--- src/rtl/cla_pipe_addsub.sv ---
// ---------------------------------------------------------------------------
// cla_pipe_addsub
//   Three-stage pipelined two-level carry-lookahead adder/subtractor with
//   valid/ready flow control. First-level lookahead works on GROUP-bit
//   groups; a second-level lookahead across the group generate/propagate
//   terms produces every group carry-in directly from c0.
//
//   S1: register g = a & b', p = a ^ b', c0   (b' = ~b and c0 = 1 when sub)
//   S2: group G/P, group carry-ins C_j        (registered with g, p)
//   S3: in-group carries, sum, cout, ovf, zero (registered outputs)
//
// Ports
//   clk, rst          clock (rising edge), asynchronous active-high reset
//   in_valid/in_ready input handshake; in_ready is combinational from out_ready
//   a, b, cin, sub    operands; cin is ignored when sub=1 (a - b = a + ~b + 1)
//   out_valid/out_ready output handshake
//   sum, cout, ovf, zero  result, carry out (sub: 1 = no borrow),
//                     signed overflow, sum == 0
// ---------------------------------------------------------------------------
module cla_pipe_addsub #(
   parameter int unsigned WIDTH = 32,
   parameter int unsigned GROUP = 4
) (
   input  logic             clk,
   input  logic             rst,
   input  logic             in_valid,
   output logic             in_ready,
   input  logic [WIDTH-1:0] a,
   input  logic [WIDTH-1:0] b,
   input  logic             cin,
   input  logic             sub,
   output logic             out_valid,
   input  logic             out_ready,
   output logic [WIDTH-1:0] sum,
   output logic             cout,
   output logic             ovf,
   output logic             zero
);

   localparam int unsigned NGRP = WIDTH / GROUP;
   // Common vector width for the lookahead function (in-group and across-group use)
   localparam int unsigned LAW  = (NGRP > GROUP) ? NGRP : GROUP;

   // Lookahead carry into position n of a generate/propagate vector:
   //   c_n = OR_k<n ( g_k & AND_k<m<n p_m ) | ( AND_m<n p_m ) & ci
   // Written as a flat sum of products so each carry is an independent term.
   function automatic logic la_carry(input logic [LAW-1:0] gv,
                                     input logic [LAW-1:0] pv,
                                     input logic           ci,
                                     input int unsigned    n);
      logic c;
      logic t;
      c = 1'b0;
      for (int unsigned k = 0; k < LAW; k++) begin
         t = gv[k] & (k < n);
         for (int unsigned m = k + 1; m < LAW; m++) begin
            if (m < n) t = t & pv[m];
         end
         c = c | t;
      end
      t = ci;
      for (int unsigned m = 0; m < LAW; m++) begin
         if (m < n) t = t & pv[m];
      end
      return c | t;
   endfunction

   // ------------------------------------------------------------------
   // Flow control: a stage advances when the stage after it can take data
   // or when it holds a bubble, so bubbles collapse during output stalls.
   // ------------------------------------------------------------------
   logic v1_q, v2_q, v3_q;
   logic adv1_c, adv2_c, adv3_c;

   always_comb begin
      adv3_c = out_ready | ~v3_q;
      adv2_c = adv3_c | ~v2_q;
      adv1_c = adv2_c | ~v1_q;
   end

   assign in_ready  = adv1_c;
   assign out_valid = v3_q;

   // ------------------------------------------------------------------
   // Stage 1: operand conditioning and bitwise generate/propagate
   // ------------------------------------------------------------------
   logic [WIDTH-1:0] bx_d;
   logic [WIDTH-1:0] g1_d, p1_d;
   logic             c01_d;
   logic [WIDTH-1:0] g1_q, p1_q;
   logic             c01_q;

   always_comb begin
      bx_d  = sub ? ~b : b;
      g1_d  = a & bx_d;
      p1_d  = a ^ bx_d;
      c01_d = sub | cin;
   end

   always_ff @(posedge clk or posedge rst) begin
      if (rst) begin
         v1_q  <= 1'b0;
         g1_q  <= '0;
         p1_q  <= '0;
         c01_q <= 1'b0;
      end else if (adv1_c) begin
         v1_q <= in_valid;
         if (in_valid) begin
            g1_q  <= g1_d;
            p1_q  <= p1_d;
            c01_q <= c01_d;
         end
      end
   end

   // ------------------------------------------------------------------
   // Stage 2: group generate/propagate and second-level group carry-ins
   // ------------------------------------------------------------------
   logic [NGRP-1:0]  gg_d, pg_d, cg_d;
   logic [WIDTH-1:0] g2_q, p2_q;
   logic [NGRP-1:0]  gg2_q, pg2_q, cg2_q;

   always_comb begin : s2_lookahead
      logic [LAW-1:0] gs;
      logic [LAW-1:0] ps;
      gs   = '0;
      ps   = '0;
      gg_d = '0;
      pg_d = '0;
      cg_d = '0;
      for (int unsigned j = 0; j < NGRP; j++) begin
         gs      = LAW'(g1_q[j*GROUP +: GROUP]);
         ps      = LAW'(p1_q[j*GROUP +: GROUP]);
         // Group generate is the carry out of the group with zero carry-in
         gg_d[j] = la_carry(gs, ps, 1'b0, GROUP);
         pg_d[j] = &p1_q[j*GROUP +: GROUP];
      end
      // C_0 = c0; every other C_j is a flat term of c0 and lower G/P
      for (int unsigned j = 0; j < NGRP; j++) begin
         cg_d[j] = la_carry(LAW'(gg_d), LAW'(pg_d), c01_q, j);
      end
   end

   always_ff @(posedge clk or posedge rst) begin
      if (rst) begin
         v2_q  <= 1'b0;
         g2_q  <= '0;
         p2_q  <= '0;
         gg2_q <= '0;
         pg2_q <= '0;
         cg2_q <= '0;
      end else if (adv2_c) begin
         v2_q <= v1_q;
         if (v1_q) begin
            g2_q  <= g1_q;
            p2_q  <= p1_q;
            gg2_q <= gg_d;
            pg2_q <= pg_d;
            cg2_q <= cg_d;
         end
      end
   end

   // ------------------------------------------------------------------
   // Stage 3: in-group carries, sum and flags
   // ------------------------------------------------------------------
   logic [WIDTH-1:0] c_d;
   logic [WIDTH-1:0] sum_d;
   logic             cout_d, ovf_d, zero_d;
   logic [WIDTH-1:0] sum_q;
   logic             cout_q, ovf_q, zero_q;

   always_comb begin : s3_carries
      logic [LAW-1:0] gs;
      logic [LAW-1:0] ps;
      gs  = '0;
      ps  = '0;
      c_d = '0;
      for (int unsigned j = 0; j < NGRP; j++) begin
         gs = LAW'(g2_q[j*GROUP +: GROUP]);
         ps = LAW'(p2_q[j*GROUP +: GROUP]);
         for (int unsigned i = 0; i < GROUP; i++) begin
            c_d[j*GROUP + i] = la_carry(gs, ps, cg2_q[j], i);
         end
      end
      sum_d  = p2_q ^ c_d;
      cout_d = gg2_q[NGRP-1] | (pg2_q[NGRP-1] & cg2_q[NGRP-1]);
      // Signed overflow: carry into the MSB differs from carry out of it
      ovf_d  = c_d[WIDTH-1] ^ cout_d;
      zero_d = ~|sum_d;
   end

   always_ff @(posedge clk or posedge rst) begin
      if (rst) begin
         v3_q   <= 1'b0;
         sum_q  <= '0;
         cout_q <= 1'b0;
         ovf_q  <= 1'b0;
         zero_q <= 1'b0;
      end else if (adv3_c) begin
         v3_q <= v2_q;
         if (v2_q) begin
            sum_q  <= sum_d;
            cout_q <= cout_d;
            ovf_q  <= ovf_d;
            zero_q <= zero_d;
         end
      end
   end

   assign sum  = sum_q;
   assign cout = cout_q;
   assign ovf  = ovf_q;
   assign zero = zero_q;

endmodule
--- config.mk ---
export PLATFORM = sky130hd
export DESIGN_NAME = cla_pipe_addsub
export DESIGN_NICKNAME = d
export VERILOG_FILES = /design/src/rtl/cla_pipe_addsub.sv
export SDC_FILE = /design/constraint.sdc
export NUM_CORES = 1
export LEC_CHECK = 0
export ABC_AREA = 1
export CAP_MARGIN = 20
export CORE_MARGIN = 1
export CORE_UTILIZATION = 50
export DETAILED_ROUTE_END_ITERATION = 8
export PLACE_DENSITY_LB_ADDON = 0.08
export SYNTH_ARGS = -nofsm -noshare
export SYNTH_HDL_FRONTEND = slang
export SYNTH_SLANG_ARGS = --single-unit
--- constraint.sdc ---
create_clock -name clk -period 10 [get_ports clk]
set_input_delay 2 -clock clk [delete_from_list [all_inputs] [get_ports clk]]
set_output_delay 2 -clock clk [all_outputs]
set_load 0.02 [all_outputs]
# --- Word level (Yosys, flattened, before mapping) ---
# Index checks and enable logic that the tools add are counted.
word_totals:
  ff_bits: 190
  inputBits: 70
  output_inout_bits: 37
  wordCells: 267
op_classes:
  muxes: 1
  n_bitwise: 238
  n_reduce_logical: 13
op_table:
  columns: ["cell", "count"]
  rows:
  - ["$and A1 B1 Y1", 125]
  - ["$or A1 B1 Y1", 105]
  - ["$xor A32 B32 Y32", 2]
  - ["$and A32 B32 Y32", 1]
  - ["$mux W32", 1]
  - ["$not A32 Y32", 1]
  - ["$reduce_and A4 Y1", 8]
  - ["$reduce_or A32 Y1", 1]
  - ["$reduce_and A2 Y1", 3]
  - ["$not A1 Y1", 3]
  - ["$logic_not A1 Y1", 1]
  - ["$xor A1 B1 Y1", 1]

# --- Longest topological paths before layout ---
# Gate-level depths: netlist of the first run.
depth:
  word_depth: 19
  ltp_mapped: 12
  depth_no_buf: 12

# --- Worst setup path after synthesis of the first run ---
# OpenSTA, ideal clock, no wires.
synth_path:
  path_kind: "input to output"
  startpoint: "in out_ready"
  endpoint: "out in_ready"
  arrival_ns: 2.337
  required_ns: 8.000
  setup_slack_ns: 5.663
  stages: 4
  n_path_buf: 0
  path_cell_list: "inv_1 -> nand2_2 -> nor2_2 -> nand2_2"
synth_via:
  elab_chain_len: 3
synth_lines:
  columns: ["item", "line_no", "text"]
  rows:
  - ["from (decl)", "33", "input logic out_ready,"]
  - ["$or A1 B1 Y1", "76", "adv3_c = out_ready | ~v3_q;"]
  - ["$or A1 B1 Y1", "77", "adv2_c = adv3_c | ~v2_q;"]
  - ["$or A1 B1 Y1", "78", "adv1_c = adv2_c | ~v1_q;"]
  - ["to (decl)", "27", "output logic in_ready,"]
# No other way between the ends.

# --- Worst setup path in the final report of the first run ---
# Same ends and word-level chain as after synthesis.

==> results of run 1 <==
==> where the power goes <==
| group | total, mW | switching [mW] | internal (mW) | leakage, nW |
|---|---|---|---|---|
| combinational | 0.872 | 0.530 | 0.342 | 2.37 |
| sequential | 1.02 | 0.129 | 0.895 | 2.13 |
| clock | 0.639 | 0.255 | 0.384 | 0.279 |
| total | 2.53 | 0.913 | 1.62 | 4.78 |
==> routing by layer <==
metal	routed length (um)	up-vias	track usage [%]
li1	-	3058	-
met1	8500	2735	32.6
met2	7340	125	32.9
met3	652	18	4.62
met4	323	0	7.82
met5	0	-	0
==> critical path, stage by stage <==
cell and delay (ns):
clkdlybuf4s50_1 0.46, inv_1 0.05, nand2_2 0.09, nor2_2 0.05, nand2_2 0.07, clkdlybuf4s50_1 0.61
==> layout by cell type (no fill, tap or decap), drive strengths merged <==
master	Yosys	routed
xor2	46	46
o21bai	7	7
inv	82	82
clkbuf	11	23
o21ai	122	122
clkdlybuf4s50	0	105
o211ai	2	2
o41ai	1	1
nand3b	3	3
ha	40	40
xnor2	2	2
clkinv	2	6
nor2	28	28
nand3	10	10
clkinvlp	0	2
o221ai	1	1
a2111oi	1	1
nand2	330	330
nor4	1	1
nor3	4	4
bufinv	0	2
a211oi	1	1
nand4	5	5
dfrtp	169	169
a21oi	11	11
a31oi	1	1
buf	26	4
==> layout make-up <==
| cell class | count | area (um2) | share of cell area, % |
|---|---|---|---|
| repair buffers | 109 | 1080 | 11.1 |
| flip-flops and latches | 169 | 4230 | 43.3 |
| well taps | 216 | 270 | 2.77 |
| clock buffers | 23 | 478 | 4.90 |
| multi-input cells | 616 | 3290 | 33.7 |
| inverters | 84 | 323 | 3.31 |
| clock inverters | 8 | 95.1 | 0.974 |
==> worst min-delay path by stage <==
stage | cells past startpoint | start | to | slack (ns)
floorplan | 2 | g2_q[9]$_DFFE_PP0P_ | g2_q[9]$_DFFE_PP0P_ | 0.44
detailed placement | 2 | pg2_q[7]$_DFFE_PP0P_ | pg2_q[7]$_DFFE_PP0P_ | 0.46
global route | 2 | sum[18]$_DFFE_PP0P_ | sum[18]$_DFFE_PP0P_ | 0.49
CTS | 2 | sum[18]$_DFFE_PP0P_ | sum[18]$_DFFE_PP0P_ | 0.48
finish | 2 | sum[23]$_DFFE_PP0P_ | sum[23]$_DFFE_PP0P_ | 0.47
global placement | 2 | g2_q[5]$_DFFE_PP0P_ | g2_q[5]$_DFFE_PP0P_ | 0.46
==> cells by family after synthesis <==
family / Yosys count / synth area share (%)
buffers and inverters: 121 / 7.16
and+or+nand+nor: 381 / 18.9
AOI/OAI and AO/OA: 147 / 10.3
xor gates and xnor gates: 48 / 5.19
adders and majority gates: 40 / 6.18
DFF: 169 / 52.2
==> sequential cells by signal (all words and copies together), names as in the netlist <==
name and count:
c01_q 1, sum 32, g2_q 24, g1_q 32, v2_q 1, p2_q 32
out_valid 1, v1_q 1, p1_q 32, cout 1, ovf 1, cg2_q 8
zero 1, pg2_q 1, gg2_q 1
==> metrics by stage <==
step	area, um2	total power, mW	setup slack [ns]	util, %
2_1_floorplan	8090	1.58	3.42	-
3_3_place_gp	9190	1.89	4.70	58.0
3_5_place_dp	9190	1.91	4.66	58.0
4_1_cts	9760	2.55	4.66	61.7
5_1_grt	9760	2.70	4.59	61.7
6_report	9760	2.53	4.67	61.7
==> results.sh, run 1 <==
export IMPL_setup_viol=0
export IMPL_drive_gt1_share_pct=5.95
export IMPL_finalSetupTns_ns=0
export IMPL_ant_nets=0
export IMPL_yosysSeqAreaShare_pct=52.2
export IMPL_drc=0
export IMPL_fin_hold_ws_ns=0.475
export IMPL_syn2layout_area_growth_pct=20.6
export IMPL_avgSynthCellArea_um2=8.93
export IMPL_yosysUniqueCellTypes=39
export IMPL_post_synth_top_count_cell="nand2_1"
export IMPL_grt_antenna_before_repair=0
export IMPL_clock_sinks=169
export IMPL_drv_slew=0
export IMPL_synth_warnings=0
export IMPL_ys_async_sr_fraction_pct=100
export IMPL_insertion_delay_ns=0.43
export IMPL_cts_hold_buf=0
export IMPL_synth_edff_count=0
export IMPL_netlist_area_mm2=0.00809
export IMPL_place_hpwl_um=11900
export IMPL_rsz0062_at_grt="no"
export IMPL_period_share_pct=53.3
export IMPL_synthCells=906
export IMPL_rows=46
export IMPL_htreeDepth=4
export IMPL_core_mm2=0.0158
export IMPL_critPathKind="in -> out"
export IMPL_route_vias_total=5936
export IMPL_grt_start_max_net_pins=107
export IMPL_dpl_cell_count=1194
export IMPL_stdcell_count=1225
export IMPL_grt_usage_pct=22.3
export IMPL_post_cts_buffers=0
export IMPL_reg2reg_slack_ns=7.34
export IMPL_syn_num_nets=1016
export IMPL_r2r_end="c01_q$_DFFE_PP0P_"
export IMPL_worst_slew_pin_slew_ns=1.05
export IMPL_grt_pass1_vias=5580
export IMPL_nNetsFinal=1107
export IMPL_cts_buffer_depth=2
export IMPL_power_leakage_nw=4.78
export IMPL_ctsResizeCount=0
export IMPL_power_density_mw_per_mm2=260
export IMPL_antennaDiodeCount=0
export IMPL_cts_buffers=17
export IMPL_wl_per_cell_um=13.7
export IMPL_port_buffer_count=106
export IMPL_routed_wl_um=16800
export IMPL_worst_hold_path_type="reg -> reg"
export IMPL_via_per_inst=4.85
export IMPL_worst_setup_path_start_kind="primary input"
export IMPL_synth_commonest_cells="323 x nand2_1, 169 x dfrtp_1, 84 x o21ai_0"
export IMPL_worst_path_max_fanout=3
export IMPL_required_ns=8.00
export IMPL_worstPathArrival_ns=3.33
export IMPL_path_clk_slew_ns=0.06
export IMPL_cp_endpoint="in_ready"
export IMPL_post_route_min_period_ns=5.33
export IMPL_place_congestion=0.746
export IMPL_synth_top_flop_cell="dfrtp_1"
export IMPL_relSlewSlack_pct=29.8
export IMPL_ios=107
export IMPL_nFillCells=1389
export IMPL_die_area_mm2=0.0167
export IMPL_r2r_start="out_valid$_DFFE_PP0P_"
export IMPL_drt_initial_drc_count=404
export IMPL_die_w_um=129
export IMPL_skew_ns=0.00623
export IMPL_grt_pass1_wl_um=28100
export IMPL_cts_tree="built"
export IMPL_first_pass_iters=4
export IMPL_yosys_area_top_type="dfrtp_1"
export IMPL_maxCapViolCount=0
export IMPL_ir_worst_vdd_v=0.000194
export IMPL_die_h_um=129
export IMPL_worstSetupStartpoint="out_ready"
export IMPL_overflow=0
export IMPL_max_freq_mhz=188
export IMPL_yosysTopAreaCellShare_pct=52.2
export IMPL_status="complete, no violations"
export IMPL_cts_root_buf="clkbuf_16"
export IMPL_ys_seq_elements=169
export IMPL_crit_path_end_kind="output port"
export IMPL_hold_violations=0
export IMPL_r2r_cells=8
export IMPL_start_util_pct=51.1
export IMPL_ys_top_cells_by_area="dfrtp_1 52%, nand2_1 15%, ha_1 6.2%"
(Power assumes the default switching activity.)
==> run 2, diff against run 1 <==
==> constraint.sdc (replaced) <==
create_clock -name clk -period 4.65 [get_ports clk]
set_input_delay 0.93 -clock clk [delete_from_list [all_inputs] [get_ports clk]]
set_output_delay 0.93 -clock clk [all_outputs]
set_load 0.02 [all_outputs]
==> run 2 against run 1 <==
Sequential power is 120% higher; combinational power is 110% higher; clock power is 130% higher; clock skew is 0.0022 ns lower; final cell count is 0.16% higher; worst setup slack worse by 3.2 ns; power is 120% higher; die area stayed put.
==> results.sh, run 2 (synthesis results as in run 1) <==
export IMPL_maxCapViolCount=0
export IMPL_route_vias_total=5957
export IMPL_grt_pass1_wl_um=27600
export IMPL_hold_violations=0
export IMPL_dpl_cell_count=1196
export IMPL_status="complete, no violations"
export IMPL_cpMaxStageDelayCell="clkdlybuf4s50_1"
export IMPL_drt_initial_drc_count=376
export IMPL_pwr_share_comb_pct=33.9
export IMPL_place_hpwl_um=11700
export IMPL_power_leakage_nw=4.81
export IMPL_insertion_delay_ns=0.43
export IMPL_max_freq_mhz=317
export IMPL_dp_slack_ns=1.32
export IMPL_drc=0
export IMPL_post_route_min_period_ns=3.15
export IMPL_place_congestion=0.745
export IMPL_drive_gt1_share_pct=6.13
export IMPL_skew_ns=0.00402
export IMPL_nNetsFinal=1109
export IMPL_grt_start_max_net_pins=85
export IMPL_cts_buffers=17
export IMPL_worst_hold_path_type="reg -> reg"
export IMPL_final_common_cell="nand2_1"
export IMPL_die_h_um=129
export IMPL_cts_root_buf="clkbuf_16"
export IMPL_required_ns=3.72
export IMPL_power_frac_clock_pct=26.2
export IMPL_grt_antenna_before_repair=0
export IMPL_antennaDiodeCount=0
export IMPL_port_buffer_count=106
export IMPL_power_density_mw_per_mm2=561
export IMPL_sw_frac_of_total_pct=35.5
export IMPL_setup_viol=0
export IMPL_start_util_pct=51.1
export IMPL_clock_sinks=169
export IMPL_worst_setup_path_start_kind="primary input"
export IMPL_cts_hold_buf=0
export IMPL_grt_usage_pct=21.8
export IMPL_seq_power_share_pct=39.9
export IMPL_stdcell_count=1227
export IMPL_power_total_mw=5.52
export IMPL_cp_cell_sequence="clkdlybuf4s50_1 > inv_1 > nand2_2 > nor2_2 > nand2_2 > clkdlybuf4s50_1"
export IMPL_die_area_mm2=0.0167
export IMPL_power_switching_mw=1.96
export IMPL_rsz0062_at_grt="no"
export IMPL_max_stage_delay_ns=0.60
export IMPL_htreeDepth=4
export IMPL_wl_per_cell_um=13.3
export IMPL_first_pass_iters=4
export IMPL_ir_worst_vdd_v=0.000299
export IMPL_ant_nets=0
export IMPL_worst_path_max_fanout=3
export IMPL_syn2layout_area_growth_pct=21.5
export IMPL_via_per_inst=4.85
export IMPL_overflow=0
export IMPL_finalWorstSetupSlack_ns=1.50
export IMPL_finalSetupTns_ns=0
export IMPL_ctsResizeCount=0
export IMPL_cts_buffer_depth=2
export IMPL_relSlewSlack_pct=35.3
export IMPL_period_share_pct=67.8
export IMPL_crit_path_end_kind="output port"
export IMPL_worstPathArrival_ns=2.22
export IMPL_cts_tree="built"
export IMPL_core_mm2=0.0158
export IMPL_routed_wl_um=16400
export IMPL_drv_slew=0
export IMPL_p_int_mw=3.56
export IMPL_die_w_um=129
export IMPL_worst_slew_pin_slew_ns=0.970
export IMPL_grt_pass1_vias=5523
export IMPL_post_cts_buffers=0
export IMPL_rows=46
export IMPL_most_common_layout_cells="323 x nand2_1, 169 x dfrtp_1, 105 x clkdlybuf4s50_1, 84 x o21ai_0, 79 x inv_1"
export IMPL_path_clk_slew_ns=0.06
export IMPL_ios=107
export IMPL_critPathKind="in -> out"
[run 2: cell type report]
cell class / count / area, um2
multi-input cells: 616 / 3290
clock inverters: 7 / 115
flip-flops and latches: 169 / 4230
well taps: 216 / 270
fillers: 1418 / 6000
clock buffers: 24 / 492
inverters: 84 / 322
repair buffers: 111 / 1120
[run 2: power by group through the flow]
stage	clock [mW]	sequential (mW)	combinational [mW]
final	1.45	2.20	1.87
after floorplan	0	2.34	1.06
after global placement	0	2.22	1.85
after global routing	1.52	2.26	2.11
after CTS	1.47	2.20	1.89
after detailed placement	0	2.23	1.88
[run 2: per-stage QoR]
step	cell area (um2)	hold slack, ns	utilization [%]
final	9830	0.477	62.1
after CTS	9830	0.483	62.1
after global routing	9830	0.496	62.1
after floorplan	8100	0.444	-
after global placement	9230	0.461	58.3
after detailed placement	9230	0.466	58.3
[run 2: worst max-delay path: cells and delay by family]
| family | cells | cell delay [ns] |
|---|---|---|
| buffers and inverters | 3 | 1.09 |
| and+or+nand+nor | 3 | 0.20 |
[run 2: path summary, 6_finish.rpt]
kind                                       start                    to  slack [ns]  cells past startpoint
max                                    out_ready              in_ready        1.50                      6
min                           sum[0]$_DFFE_PP0P_    sum[0]$_DFFE_PP0P_        0.48                      2
max reg2reg                out_valid$_DFFE_PP0P_       ovf$_DFFE_PP0P_        2.27                      5
min reg2reg                   sum[0]$_DFFE_PP0P_    sum[0]$_DFFE_PP0P_        0.48                      2
max in group asynchronous                    rst   g1_q[9]$_DFFE_PP0P_        2.79                      3
min in group asynchronous                    rst  p2_q[27]$_DFFE_PP0P_        0.99                      2
[run 2: routing by layer]
layer	routed length (um)	global-route usage (%)
met1	8430	32.6
met2	7030	32.0
met3	666	3.88
met4	243	7.47
met5	0	0
==> run 3, diff against run 2 <==
==> constraint.sdc (replaced) <==
create_clock -name clk -period 3 [get_ports clk]
set_input_delay 0.6 -clock clk [delete_from_list [all_inputs] [get_ports clk]]
set_output_delay 0.6 -clock clk [all_outputs]
set_load 0.02 [all_outputs]
==> run 3 against run 2 <==
Wire length is 1.6% higher; sequential share of layout area is 0.59 points lower; non-clock buffer count is 4 higher; power is 62% higher; register-to-register slack worse by 1.1 ns; worst setup slack worse by 1.0 ns; sequential power is 55% higher; clock power is 76% higher; via count is 1.4% higher; final area is 1.4% higher; worst hold slack hardly changed; die area stayed put; largest cell class unchanged.
==> results.sh, run 3 (synthesis results as in run 1) <==
export IMPL_status="complete, no violations"
export IMPL_dp_slack_ns=0.473
export IMPL_worst_path_max_fanout=3
export IMPL_seq_power_share_pct=38.3
export IMPL_grt_pass1_vias=5603
export IMPL_worst_setup_path_start_kind="primary input"
export IMPL_die_area_mm2=0.0167
export IMPL_setup_viol=0
export IMPL_r2r_end="ovf$_DFFE_PP0P_"
export IMPL_clock_sinks=169
export IMPL_rsz0062_at_grt="no"
export IMPL_relSlewSlack_pct=55.8
export IMPL_grt_antenna_before_repair=0
export IMPL_p_int_mw=5.83
export IMPL_cts_buffers=17
export IMPL_htreeDepth=4
export IMPL_ir_worst_vdd_v=0.000501
export IMPL_required_ns=2.40
export IMPL_drt_initial_drc_count=417
export IMPL_post_route_min_period_ns=2.51
export IMPL_cts_tree="built"
export IMPL_grt_pass1_wl_um=27700
export IMPL_maxCapViolCount=0
export IMPL_max_stage_delay_ns=0.60
export IMPL_pwr_share_comb_pct=33.0
export IMPL_finalInstanceArea_mm2=0.00997
export IMPL_first_pass_iters=5
export IMPL_insertion_delay_ns=0.42
export IMPL_critPathTopFamily="buffers and inverters"
export IMPL_grt_usage_pct=21.6
export IMPL_routed_wl_um=16600
export IMPL_power_leakage_nw=4.88
export IMPL_finalWorstSetupSlack_ns=0.486
export IMPL_period_share_pct=83.8
export IMPL_die_h_um=129
export IMPL_worst_hold_path_type="reg -> reg"
export IMPL_die_w_um=129
export IMPL_start_util_pct=51.1
export IMPL_min_delay_worst_endpoint="sum[14]$_DFFE_PP0P_"
export IMPL_syn2layout_area_growth_pct=23.2
export IMPL_cts_root_buf="clkbuf_16"
export IMPL_cp_cell_sequence="clkdlybuf4s50_1 > inv_1 > nand2_2 > nor2_2 > nand2_2 > clkdlybuf4s50_1"
export IMPL_crit_path_end_kind="output port"
export IMPL_r2r_start="out_valid$_DFFE_PP0P_"
export IMPL_power_density_mw_per_mm2=894
export IMPL_place_congestion=0.763
export IMPL_nFillCells=1365
export IMPL_power_frac_clock_pct=28.6
export IMPL_place_hpwl_um=12000
export IMPL_cpMaxStageDelayCell="clkdlybuf4s50_1"
export IMPL_max_freq_mhz=398
export IMPL_ant_nets=0
export IMPL_post_dp_cell_area_mm2=0.00927
export IMPL_skew_ns=0.00639
export IMPL_critPathKind="in -> out"
export IMPL_antennaDiodeCount=0
export IMPL_drc=0
export IMPL_drv_slew=0
export IMPL_drive_gt1_share_pct=6.79
export IMPL_ios=107
export IMPL_worstPathArrival_ns=1.91
export IMPL_grt_start_max_net_pins=124
export IMPL_path_clk_slew_ns=0.06
export IMPL_most_common_layout_cells="323 x nand2_1, 169 x dfrtp_1, 105 x clkdlybuf4s50_1, 84 x o21ai_0, 79 x inv_1"
export IMPL_cts_hold_buf=0
export IMPL_reg2reg_slack_ns=1.15
export IMPL_nNetsFinal=1113
export IMPL_rows=46
export IMPL_whs_path_depth=2
export IMPL_sw_frac_of_total_pct=34.6
export IMPL_hold_violations=0
export IMPL_worst_slew_pin_slew_ns=0.663
export IMPL_wl_per_cell_um=13.5
export IMPL_power_switching_mw=3.08
export IMPL_cts_buffer_depth=2
export IMPL_hold_start="sum[14]$_DFFE_PP0P_"
export IMPL_final_common_cell="nand2_1"
export IMPL_core_mm2=0.0158
export IMPL_ctsResizeCount=0
export IMPL_r2r_cells=5
export IMPL_port_buffer_count=106
export IMPL_finalSetupTns_ns=0
export IMPL_cp_num_buf_inv=3
export IMPL_route_vias_total=6041
export IMPL_overflow=0
export IMPL_post_cts_buffers=0
export IMPL_via_per_inst=4.90
[run 3: cell types whose count changed in the layout (fill, tap and decap cells not counted), sizes merged]
cell,change
clkinv,+1
buf,+4
clkbuf,-4
bufinv,+4
[run 3: worst register-to-register path: stages, from the launching register on]
cell and delay [ns]:
dfrtp_1 0.37, nand2_2 0.09, nand2_2 0.34, clkinv_1 0.55
nand4_1 0.26, o211ai_1 0.10
[run 3: layer usage]
layer  GRT usage, %  routed length (um)
met4           6.64                 184
met2           32.6                7380
met1           32.1                8380
met5              0                   0
met3           3.43                 679
[run 3: how the worst max path moves through the flow]
stage,depth (start not counted),endpoint,slack (ns),start
6_report,6,in_ready,0.49,out_ready
4_1_cts,6,in_ready,0.48,out_ready
5_1_grt,6,in_ready,0.43,out_ready
2_1_floorplan,1,c01_q$_DFFE_PP0P_,0.25,rst
3_5_place_dp,7,ovf$_DFFE_PP0P_,0.47,out_ready
3_3_place_gp,7,ovf$_DFFE_PP0P_,0.48,out_ready
[run 3: area by class of cell]
type | instances | area [um2] | area share, %
clock buffer | 20 | 457 | 4.58
clock inverter | 12 | 244 | 2.45
inverter | 84 | 322 | 3.23
multi-input combinational | 616 | 3290 | 33.0
sequential | 169 | 4230 | 42.4
tap | 216 | 270 | 2.71
timing repair buffer | 115 | 1160 | 11.6
[run 3: per-stage QoR]
step                      hold slack (ns)  power (mW)  util [%]  instances
after detailed placement            0.464        6.38      58.6       1200
after CTS                           0.482        8.96      63.0       1232
after floorplan                     0.444        5.27         -        906
after global routing                0.496        9.48      63.0       1232
final                               0.477        8.92      63.0       1232
after global placement              0.463        6.34      58.6       1200
[run 3: power groups by stage]
stage          combinational, mW  clock, mW  sequential (mW)
6_report                    2.95       2.55             3.42
5_1_grt                     3.31       2.67             3.49
4_1_cts                     2.97       2.58             3.41
3_5_place_dp                2.94          0             3.44
3_3_place_gp                2.91          0             3.43
2_1_floorplan               1.65          0             3.62
